===== src/rtl/seg7_serial_scan_if.sv =====
// Pin and data bundle for the serial 7-segment scanner.
// Master drives digit data and masks; slave drives the 74HC595 pins.
interface seg7_serial_scan_if #(
  parameter int DIGITS = 4
);
  logic                  enable;
  logic [4*DIGITS-1:0]   digit_data;
  logic [DIGITS-1:0]     dp_mask;
  logic [DIGITS-1:0]     blank_mask;
  logic                  seg_ser;
  logic                  com_ser;
  logic                  srclk;
  logic                  seg_rclk;
  logic                  com_rclk;
  logic [5:0]            step;
  logic [3:0]            cur_nibble;
  logic                  busy;
  logic                  frame_done;

  modport master (
    output enable, digit_data, dp_mask, blank_mask,
    input  seg_ser, com_ser, srclk, seg_rclk, com_rclk,
    input  step, cur_nibble, busy, frame_done
  );

  modport slave (
    input  enable, digit_data, dp_mask, blank_mask,
    output seg_ser, com_ser, srclk, seg_rclk, com_rclk,
    output step, cur_nibble, busy, frame_done
  );
endinterface


===== src/rtl/seg7_serial_scan.sv =====
// Multiplexed 7-segment scanner driving two 74HC595 chains.
// One digit per pass: shift 8 bits, latch, hold, next digit.
module seg7_serial_scan #(
  parameter int DIGITS         = 4,
  parameter int CLK_DIV        = 4,
  parameter int HOLD_TICKS     = 32,
  parameter bit SEG_ACTIVE_LOW = 1'b1,
  parameter bit COM_ACTIVE_LOW = 1'b1
) (
  input  logic clk,
  input  logic rst_n,
  seg7_serial_scan_if.slave bus
);

  localparam int DW = (CLK_DIV > 1) ? $clog2(CLK_DIV) : 1;
  localparam int KW = (DIGITS > 1) ? $clog2(DIGITS) : 1;
  localparam int HW = $clog2(HOLD_TICKS + 1);
  localparam logic [DW-1:0] DIV_LAST = DW'(CLK_DIV - 1);
  localparam logic [KW-1:0] K_LAST   = KW'(DIGITS - 1);
  localparam logic [HW-1:0] H_LAST   = HW'(HOLD_TICKS - 1);

  typedef enum logic [1:0] {
    IDLE,
    SHIFT,
    LATCH,
    HOLD
  } state_t;

  state_t              state;
  logic [DW-1:0]       div;
  logic [KW-1:0]       k;
  logic [HW-1:0]       hold_cnt;
  logic [4*DIGITS-1:0] fr_data;
  logic [DIGITS-1:0]   fr_dp;
  logic [DIGITS-1:0]   fr_blank;
  logic [7:0]          seg_byte;
  logic [7:0]          com_byte;
  logic [5:0]          step;
  logic                ser_s;
  logic                ser_c;
  logic                sclk;
  logic                rclk;
  logic [3:0]          nibble;
  logic                done;

  logic                tick;
  logic                last;
  logic                hold_end;
  logic                live;
  logic                go_load;
  logic [KW-1:0]       ld_k;
  logic [3:0]          ld_nib;
  logic                ld_dp;
  logic                ld_blank;
  logic [7:0]          ld_seg;
  logic [7:0]          ld_com;
  logic [2:0]          bit_idx;

  function automatic logic [6:0] hex7(input logic [3:0] n);
    unique case (n)
      4'h0: hex7 = 7'h3F;
      4'h1: hex7 = 7'h06;
      4'h2: hex7 = 7'h5B;
      4'h3: hex7 = 7'h4F;
      4'h4: hex7 = 7'h66;
      4'h5: hex7 = 7'h6D;
      4'h6: hex7 = 7'h7D;
      4'h7: hex7 = 7'h07;
      4'h8: hex7 = 7'h7F;
      4'h9: hex7 = 7'h6F;
      4'hA: hex7 = 7'h77;
      4'hB: hex7 = 7'h7C;
      4'hC: hex7 = 7'h39;
      4'hD: hex7 = 7'h5E;
      4'hE: hex7 = 7'h79;
      4'hF: hex7 = 7'h71;
    endcase
  endfunction

  // A new frame (from IDLE or after the last digit) reads live inputs.
  always_comb begin
    tick     = (div == DIV_LAST);
    last     = (k == K_LAST);
    hold_end = (hold_cnt == H_LAST);
    live     = (state == IDLE) || last;
    go_load  = tick &&
               ((state == IDLE && bus.enable) ||
                (state == HOLD && hold_end &&
                 (!last || bus.enable)));
    ld_k     = live ? '0 : k + 1'b1;
    if (live) begin
      ld_nib   = bus.digit_data[3:0];
      ld_dp    = bus.dp_mask[0];
      ld_blank = bus.blank_mask[0];
    end else begin
      ld_nib   = fr_data[4*ld_k +: 4];
      ld_dp    = fr_dp[ld_k];
      ld_blank = fr_blank[ld_k];
    end
    ld_seg = ld_blank ? 8'h00 : {ld_dp, hex7(ld_nib)};
    ld_com = 8'h01 << ld_k;
    if (SEG_ACTIVE_LOW) ld_seg = ~ld_seg;
    if (COM_ACTIVE_LOW) ld_com = ~ld_com;
    bit_idx = ~(step[3:1] + 3'd1);
  end

  always_ff @(posedge clk or negedge rst_n) begin
    if (!rst_n) begin
      state    <= IDLE;
      div      <= '0;
      k        <= '0;
      hold_cnt <= '0;
      fr_data  <= '0;
      fr_dp    <= '0;
      fr_blank <= '0;
      seg_byte <= '0;
      com_byte <= '0;
      step     <= '0;
      ser_s    <= 1'b0;
      ser_c    <= 1'b0;
      sclk     <= 1'b0;
      rclk     <= 1'b0;
      nibble   <= '0;
      done     <= 1'b0;
    end else begin
      done <= 1'b0;
      div  <= tick ? '0 : div + 1'b1;
      if (tick) begin
        unique case (state)
          IDLE: begin
          end
          SHIFT: begin
            if (step == 6'd15) begin
              state <= LATCH;
              step  <= 6'd16;
              sclk  <= 1'b0;
              rclk  <= 1'b1;
            end else begin
              step <= step + 6'd1;
              sclk <= ~step[0];
              if (step[0]) begin
                ser_s <= seg_byte[bit_idx];
                ser_c <= com_byte[bit_idx];
              end
            end
          end
          LATCH: begin
            if (step == 6'd16) begin
              step <= 6'd17;
              rclk <= 1'b0;
            end else begin
              state    <= HOLD;
              step     <= 6'd18;
              hold_cnt <= '0;
            end
          end
          HOLD: begin
            if (!hold_end) begin
              hold_cnt <= hold_cnt + 1'b1;
            end else if (last) begin
              done  <= 1'b1;
              state <= IDLE;
              step  <= '0;
              ser_s <= 1'b0;
              ser_c <= 1'b0;
            end
          end
          default: begin
          end
        endcase
        if (go_load) begin
          if (live) begin
            fr_data  <= bus.digit_data;
            fr_dp    <= bus.dp_mask;
            fr_blank <= bus.blank_mask;
          end
          state    <= SHIFT;
          k        <= ld_k;
          step     <= '0;
          seg_byte <= ld_seg;
          com_byte <= ld_com;
          ser_s    <= ld_seg[7];
          ser_c    <= ld_com[7];
          sclk     <= 1'b0;
          nibble   <= ld_nib;
        end
      end
    end
  end

  assign bus.seg_ser    = ser_s;
  assign bus.com_ser    = ser_c;
  assign bus.srclk      = sclk;
  assign bus.seg_rclk   = rclk;
  assign bus.com_rclk   = rclk;
  assign bus.step       = step;
  assign bus.cur_nibble = nibble;
  assign bus.busy       = (state != IDLE);
  assign bus.frame_done = done;

endmodule


===== src/flat_wrapper.sv =====
// flat-port wrapper written by rule: the top's interface ports become plain ports
module seg7_serial_scan_flat 
#(
  parameter int DIGITS         = 4,
  parameter int CLK_DIV        = 4,
  parameter int HOLD_TICKS     = 32,
  parameter bit SEG_ACTIVE_LOW = 1'b1,
  parameter bit COM_ACTIVE_LOW = 1'b1
)
  (clk, rst_n, bus_enable, bus_digit_data, bus_dp_mask, bus_blank_mask, bus_seg_ser, bus_com_ser, bus_srclk, bus_seg_rclk, bus_com_rclk, bus_step, bus_cur_nibble, bus_busy, bus_frame_done);
  seg7_serial_scan_if #(.DIGITS(DIGITS)) bus_i ();
  input  logic clk;
  input  logic rst_n;
  input wire logic [$bits(bus_i.enable)-1:0] bus_enable;
  input wire logic [$bits(bus_i.digit_data)-1:0] bus_digit_data;
  input wire logic [$bits(bus_i.dp_mask)-1:0] bus_dp_mask;
  input wire logic [$bits(bus_i.blank_mask)-1:0] bus_blank_mask;
  output wire logic [$bits(bus_i.seg_ser)-1:0] bus_seg_ser;
  output wire logic [$bits(bus_i.com_ser)-1:0] bus_com_ser;
  output wire logic [$bits(bus_i.srclk)-1:0] bus_srclk;
  output wire logic [$bits(bus_i.seg_rclk)-1:0] bus_seg_rclk;
  output wire logic [$bits(bus_i.com_rclk)-1:0] bus_com_rclk;
  output wire logic [$bits(bus_i.step)-1:0] bus_step;
  output wire logic [$bits(bus_i.cur_nibble)-1:0] bus_cur_nibble;
  output wire logic [$bits(bus_i.busy)-1:0] bus_busy;
  output wire logic [$bits(bus_i.frame_done)-1:0] bus_frame_done;
  assign bus_i.enable = bus_enable;
  assign bus_i.digit_data = bus_digit_data;
  assign bus_i.dp_mask = bus_dp_mask;
  assign bus_i.blank_mask = bus_blank_mask;
  assign bus_seg_ser = bus_i.seg_ser;
  assign bus_com_ser = bus_i.com_ser;
  assign bus_srclk = bus_i.srclk;
  assign bus_seg_rclk = bus_i.seg_rclk;
  assign bus_com_rclk = bus_i.com_rclk;
  assign bus_step = bus_i.step;
  assign bus_cur_nibble = bus_i.cur_nibble;
  assign bus_busy = bus_i.busy;
  assign bus_frame_done = bus_i.frame_done;
  seg7_serial_scan #(.DIGITS(DIGITS), .CLK_DIV(CLK_DIV), .HOLD_TICKS(HOLD_TICKS), .SEG_ACTIVE_LOW(SEG_ACTIVE_LOW), .COM_ACTIVE_LOW(COM_ACTIVE_LOW)) u_core (.clk(clk), .rst_n(rst_n), .bus(bus_i));
endmodule

===== config.mk =====
export PLATFORM = sky130hd
export DESIGN_NAME = seg7_serial_scan_flat
export DESIGN_NICKNAME = d
export VERILOG_FILES = /design/src/rtl/seg7_serial_scan_if.sv /design/src/rtl/seg7_serial_scan.sv /design/src/flat_wrapper.sv
export SDC_FILE = /design/constraint.sdc
export NUM_CORES = 1
export LEC_CHECK = 0
export BUFFER_PORTS_ARGS = -buffer_cell sky130_fd_sc_hd__buf_2
export CAP_MARGIN = 20
export CORE_ASPECT_RATIO = 1.2
export CORE_UTILIZATION = 45
export CTS_CLUSTER_SIZE = 20
export DETAILED_ROUTE_END_ITERATION = 16
export GPL_ROUTABILITY_DRIVEN = 0
export GPL_TIMING_DRIVEN = 0
export HOLD_SLACK_MARGIN = 0.06
export MAX_ROUTING_LAYER = met4
export PLACE_DENSITY = 0.62
export SLEW_MARGIN = 20
export SYNTH_ARGS = -nofsm -noshare
export SYNTH_HDL_FRONTEND = slang
export SYNTH_SLANG_ARGS = --single-unit
export TNS_END_PERCENT = 20

===== constraint.sdc =====
create_clock -name clk -period 3.8 [get_ports clk]
set_input_delay 0.95 -clock clk [delete_from_list [all_inputs] [get_ports clk]]
set_output_delay 0.95 -clock clk [all_outputs]
set_load 0.01 [all_outputs]

-- After elaboration in Yosys (flattened, before gate mapping)
Memory sizes are Yosys's and may differ from the RTL's.
Cells that the tools add are included.
- register bits: 67
- latch bits: 0
- bits in writable memories: 0
- bits in read-only memories: 112
- bits of input ports: 27
- output and inout port bits: 17
- logic and storage cells: 120
- memories kept: 1
- memories (name ; words ; bits a word ; rd ports ; clocked after memory_dff ; wr ports ; line ; RTL):
    (no name shown) ; 16 ; 7 ; 1 ; 0 ; 0 ; seg7_serial_scan.sv:60 ; unique case (n)
- $add $sub $neg: 5
- multiply operators: 0
- div/mod/pow operators: 0
- magnitude comparators: 2
- eq/ne operators: 18
- shift-type cells: 2
- muxes and demuxes: 49
- bitwise operators: 4
- reductions and logical operators: 23
- operators with widths (kind ; number):
    two-way mux 6 bit ; 6
    two-way mux 1 bit ; 23
    one-hot mux 6 bit (3 select lines) ; 1
    two-way mux 2 bit ; 8
    NOT 8 bit ; 2
    variable part select 16 x 5 -> 4 bit ; 1
    adder 6 x 1 -> 6 bit (second input constant) ; 2
    == test 6 x 5 -> 1 bit (second input constant) ; 2
    inequality test 3 x 1 -> 1 bit (second input constant) ; 4
    one-hot mux 6 bit (2 select lines) ; 1
    AND reduction 4 bit ; 3
    AND reduction 6 bit ; 2
    == test 2 bit (second input constant) ; 4
    two-way mux 8 bit ; 1
    nonzero test 2 bit ; 4
    << shifter 1 x 2 -> 8 bit (first input constant) ; 1
    binary-select mux 1 bit (select 3 bit) ; 2
    == test 6 x 4 -> 1 bit (second input constant) ; 1
    inequality test 3 x 2 -> 1 bit (second input constant) ; 2
    one-hot mux 1 bit (2 select lines) ; 3
    one-hot mux 2 bit (3 select lines) ; 1
    adder 2 x 1 -> 2 bit (second input constant) ; 2
    binary-select mux 1 bit (select 2 bit) ; 2
    logical AND 1 bit ; 4
    16 further kinds ; 21

-- Logic depth before layout (Yosys ltp)
- depth after elaboration: 9
- depth in mapped cells: 10
- mapped depth without buffers: 9

-- Least setup slack after synthesis
OpenSTA, ideal clock, no wires.
- kind: reg-to-reg
- start point: reg u_core.k[0]
- end point: reg u_core.seg_byte[3]
- setup time: 122 ps
- arrival: 2476 ps
- required time: 3678 ps
- slack: 1203 ps
- cell stages (with the launch flop): 10
- path buffers: 1
- period minus slack after synthesis: 2597 ps
- path through: dfrtp_1 -> ha_1 -> buf_6 -> mux4_1 -> mux2i_1 -> inv_1 -> ha_1 -> mux2_4 -> mux2_2 -> o22a_1
- longest elaborated chain between the ends: 8
- elaborated cells on any way between the ends: 18
- those cells by class: add/sub: 1; eq/ne: 1; shift: 1; mux: 6; bitwise: 1; reduce/logical: 7; memory: 1
- ends and longest elaborated chain (element ; line ; RTL):
    start: declaration ; seg7_serial_scan.sv:31 ; logic [KW-1:0] k;
    start signal: assignment ; seg7_serial_scan.sv:178 ; k <= ld_k;
    parallel branches: the longest is 4 deep, another holds adder 2 x 1 -> 2 bit ; - ;
    two-way mux 4 bit (*) ; seg7_serial_scan.sv:91 ; if (live) begin
    via u_core.ld_nib[0] ; seg7_serial_scan.sv:52 ; logic [3:0] ld_nib;
    memory read (16 x 7 bit) (*) ; - ;
    two-way mux 8 bit (*) ; seg7_serial_scan.sv:100 ; ld_seg = ld_blank ? 8'h00 : {ld_dp, hex7(ld_nib)};
    NOT 8 bit (*) ; seg7_serial_scan.sv:102 ; if (SEG_ACTIVE_LOW) ld_seg = ~ld_seg;
    end signal: assignment ; seg7_serial_scan.sv:180 ; seg_byte <= ld_seg;
    end: declaration ; seg7_serial_scan.sv:36 ; logic [7:0] seg_byte;
Mark *: on every way through the listed nets, which the timed path passes. The select of a mux whose other input is x is not followed.
A chain may end at the register's enable or synchronous reset.

-- Final worst setup path
Ends and elaborated chain as after synthesis.

==> results.md <==
Layout:
- The non-filler instance count after layout is 463.
- The fraction of the core area covered by cells at the end of the flow is 0.550.
- The count of nets after finishing is 408.
- In the final layout, the share of cells above drive strength 1 is 0.284.
- From synthesis to final layout, the design area changed by 16.4%.
- The filler cell count is 667.
- Leaving out fill and tap cells, the most frequent cells in the layout are dfrtp_1 (64), buf_2 (47), mux2_2 (27).
- The repair_antennas step left the layout with diodes totalling 0.
- The library cell used most frequently in the layout, excluding fill and tap cells, is dfrtp_1.

Detailed routing:
- The mean routed wirelength per cell is 15.7 µm.
- The number of iterations in the first detailed-routing pass is 5.
- The detail route stage leaves a number of antenna-violating nets equal to 0.
- The residual DRC count is 0.
- The number of DRC violations after detailed-routing iteration 0 is 137.
- Summing over every cut layer, the via total after detailed routing is 2570.
- Using the TritonRoute via totals, the vias-per-cell ratio works out to 5.55.
- The total wire length is 7290 µm.

Synthesis:
- The number of enable flip-flop cells after synthesis is 0.
- For this run, the register share of the synthesized area comes to 0.461.
- Synthesis inferred 64 register bits.
- The total of warnings raised by yosys is 0.
- The distinct cell type count of the synthesized netlist is 50.
- The top flip-flop cell by instance count after synthesis is dfrtp_1.
- The async set or reset register ratio after synthesis is 1.00.
- The mean instance size in the synthesized netlist is 11.1 µm².
- Summing every instance area after synthesis gives 3470 µm².
- The number of nets handed over by synthesis was 353.
- The synthesized instance count is 314.

Critical path:
- The internal reg-to-reg setup slack is 860 ps.
- The sort of element at the start of the critical path is a flip-flop.
- The origin of the critical flop-to-flop path is u_core.k[0].
- The required time at the worst-slack endpoint is 4020 ps.
- The worst setup path is captured at a flip-flop.
- The class of the most critical setup path is flip-flop to flip-flop.
- The critical path data arrival time is 3170 ps.
- In this run the worst path has a maximum fanout of 9.
- The end of the worst register-to-register path is u_core.seg_byte[3].
- The depth of the most critical reg-to-reg path is 9.

Placed design:
- In this run, placement finished with an instance count of 448.
- The detailed placer's ending HPWL is 5420 µm.
- The number of buffer cells added on primary ports is 43.
- The post-place setup slack is 812 ps.

CTS:
- CTS built an H-tree with a depth of 3.
- Gates resized during post-CTS repair numbered 0.
- The source-to-sink clock delay at the later pin of the worst-skew pair is 340 ps.
- The CTS sink count is 64.
- TritonCTS built the clock tree.
- Clock-pin slew was measured on the worst setup and hold paths at 70 ps.
- The setup fix buffers added after clock tree synthesis is 0.
- The hold-fix buffer count after cts is 0.
- The cell chosen for the clock root is clkbuf_8.
- The number of clock buffers added by TritonCTS is 9.
- The number of buffers on the longest clock path is 2.

GRT:
- The first global-routing pass estimated 12200 µm of wire.
- The largest net degree at the start of global routing is 44.
- The number of antenna violations at the first check in global routing came to 0.
- After global routing the overflow that remains totals 0.
- The all-layer global routing usage is 0.207.
- The number of global-route vias before repair was 2527.

STA:
- Clock skew on the completed layout was measured at 8.00 ps.
- The hold violation total from the final report was 0.
- The final count of pins violating max slew is 0.
- The maximum achievable frequency is 340 MHz.
- Setup repair after global routing left no endpoint under its margin.
- The worst pin sits at a relative slew slack of 0.415.
- At the pin with the least slew margin, the transition time is 870 ps.
- The final setup violation count is 0.
- The clock period minus worst slack is 2940 ps.
- Across all setup checks in the final design, the least slack found is 857 ps.
- After routing, the total negative slack on setup checks comes to 0 ps.
- The period utilization is 0.775.

Floorplanning:
- The die is 82.2 µm wide.
- In this run the count of I/O pins placed on the die edge is 44.
- The initial utilization of the core area, before any placement, comes to 0.472.
- The die covers 8080 µm².
- Row generation in the floorplan step produced 34 rows.
- The floorplan step set the die height to 98.3 µm.
- The area of the core region is 7360 µm².

Worst hold path:
- For hold timing, the worst endpoint is u_core.div[0].
- The worst hold path class is flip-flop to flip-flop.
- The startpoint identified for the worst hold timing path is u_core.div[0].
- The count of cells along the worst hold path is 1.

Power and ir drop:
- The power per standard cell area is 823 nW/µm².
- The worst-case IR drop observed on VDD is 0.000404 V.
- The analysis attributes to cell leakage a power of 0.00184 µW.

Status:
- The flow ran to the end, and the final reports show no timing, DRC or antenna violations.

Flow run:
- Max-cap violations in this run came to 0.
## cells in the mapped netlist, types with 3 or more instances
cell type   n  area share
dfrtp_1    64        0.46
mux2_2     27       0.088
nor2_1     26       0.028
nand2_1    25       0.027
o21ai_0    20       0.029
a21oi_1    13       0.019
ha_1       12       0.043
inv_1      10       0.011
mux2i_1     9       0.026
nand2b_1    8       0.014
nand3_1     7       0.010
nor3_1      7       0.010
clkbuf_1    6      0.0065
buf_2       5      0.0072
mux4_2      5       0.032
a31oi_1     4      0.0072
and2_1      4      0.0072
and3_1      4      0.0072
buf_6       4       0.013
mux4_1      4       0.030
nor3b_1     4      0.0086
o31ai_1     4      0.0086
o32a_1      4       0.012
xor2_1      4       0.010
a21boi_0    3      0.0065
buf_4       3      0.0065
## layout make-up
cell class	instances	area, µm²	share of cell area
buffer	18	115	0.0285
clock buffer	12	155	0.0384
clock inverter	3	65.1	0.0161
inverter	10	37.5	0.00928
multi-input combinational	222	1720	0.425
sequential	64	1600	0.396
tap	90	113	0.0278
timing repair buffer	44	238	0.0588
## how the worst max path moves through the flow
stage / start / to / slack, ps / cells after the start
detailed placement: u_core.k[0] / u_core.seg_byte[3] / 810 / 9
finish: u_core.k[0] / u_core.seg_byte[3] / 860 / 9
global route: u_core.k[0] / u_core.seg_byte[3] / 680 / 9
global placement: u_core.k[0] / u_core.seg_byte[3] / 850 / 9
CTS: u_core.k[0] / u_core.seg_byte[3] / 790 / 9
floorplan: u_core.k[0] / u_core.seg_byte[3] / 1200 / 9
## metal layers
layer,vias to the layer above,global-route usage,part of all wire
li1,1253,-,-
met1,1252,0.256,0.47
met2,56,0.333,0.49
met3,9,0.0393,0.028
met4,0,0.0729,0.015
met5,-,-,0
## power by group
group | switching [µW] | internal, µW | total (µW)
logic | 766 | 783 | 1550
registers | 177 | 947 | 1120
clock network | 254 | 401 | 655
total | 1200 | 2130 | 3330
## flip-flops by register name (all words and copies together) (netlist names)
| name | cells |
|---|---|
| u_core.k | 2 |
| u_core.bus.com_rclk | 1 |
| u_core.bus.step | 6 |
| u_core.fr_blank | 4 |
| u_core.bus.com_ser | 1 |
| u_core.div | 2 |
| u_core.fr_dp | 4 |
| u_core.state | 2 |
| u_core.com_byte | 5 |
| u_core.bus.frame_done | 1 |
| u_core.bus.seg_ser | 1 |
| u_core.bus.srclk | 1 |
| u_core.seg_byte | 8 |
| u_core.bus.cur_nibble | 4 |
| u_core.fr_data | 16 |
| u_core.hold_cnt | 6 |
## critical path: stages (launching register included)
cell	delay, ps
dfrtp_1	400
ha_1	300
buf_6	140
mux4_1	270
mux2i_1	540
inv_1	180
ha_1	300
mux2_4	280
mux2_2	260
o22a_1	150
## cell families after synthesis
kind of cell | Yosys count | share of synthesized area
adders and majority gates | 12 | 0.0432
and+or+nand+nor | 95 | 0.135
buffers and inverters | 28 | 0.0439
DFF | 64 | 0.461
muxes | 48 | 0.189
AOI/OAI and AO/OA | 63 | 0.118
xor gates and xnor gates | 4 | 0.0101
## through the flow
step	total power, µW	cell area (µm²)	hold slack [ps]
after floorplan	2300	3470	403
after global placement	2650	3800	414
after detailed placement	2690	3820	426
after CTS	3350	4050	432
after global routing	3580	4050	450
final	3330	4050	430
Power figures use the tool's default switching activity.
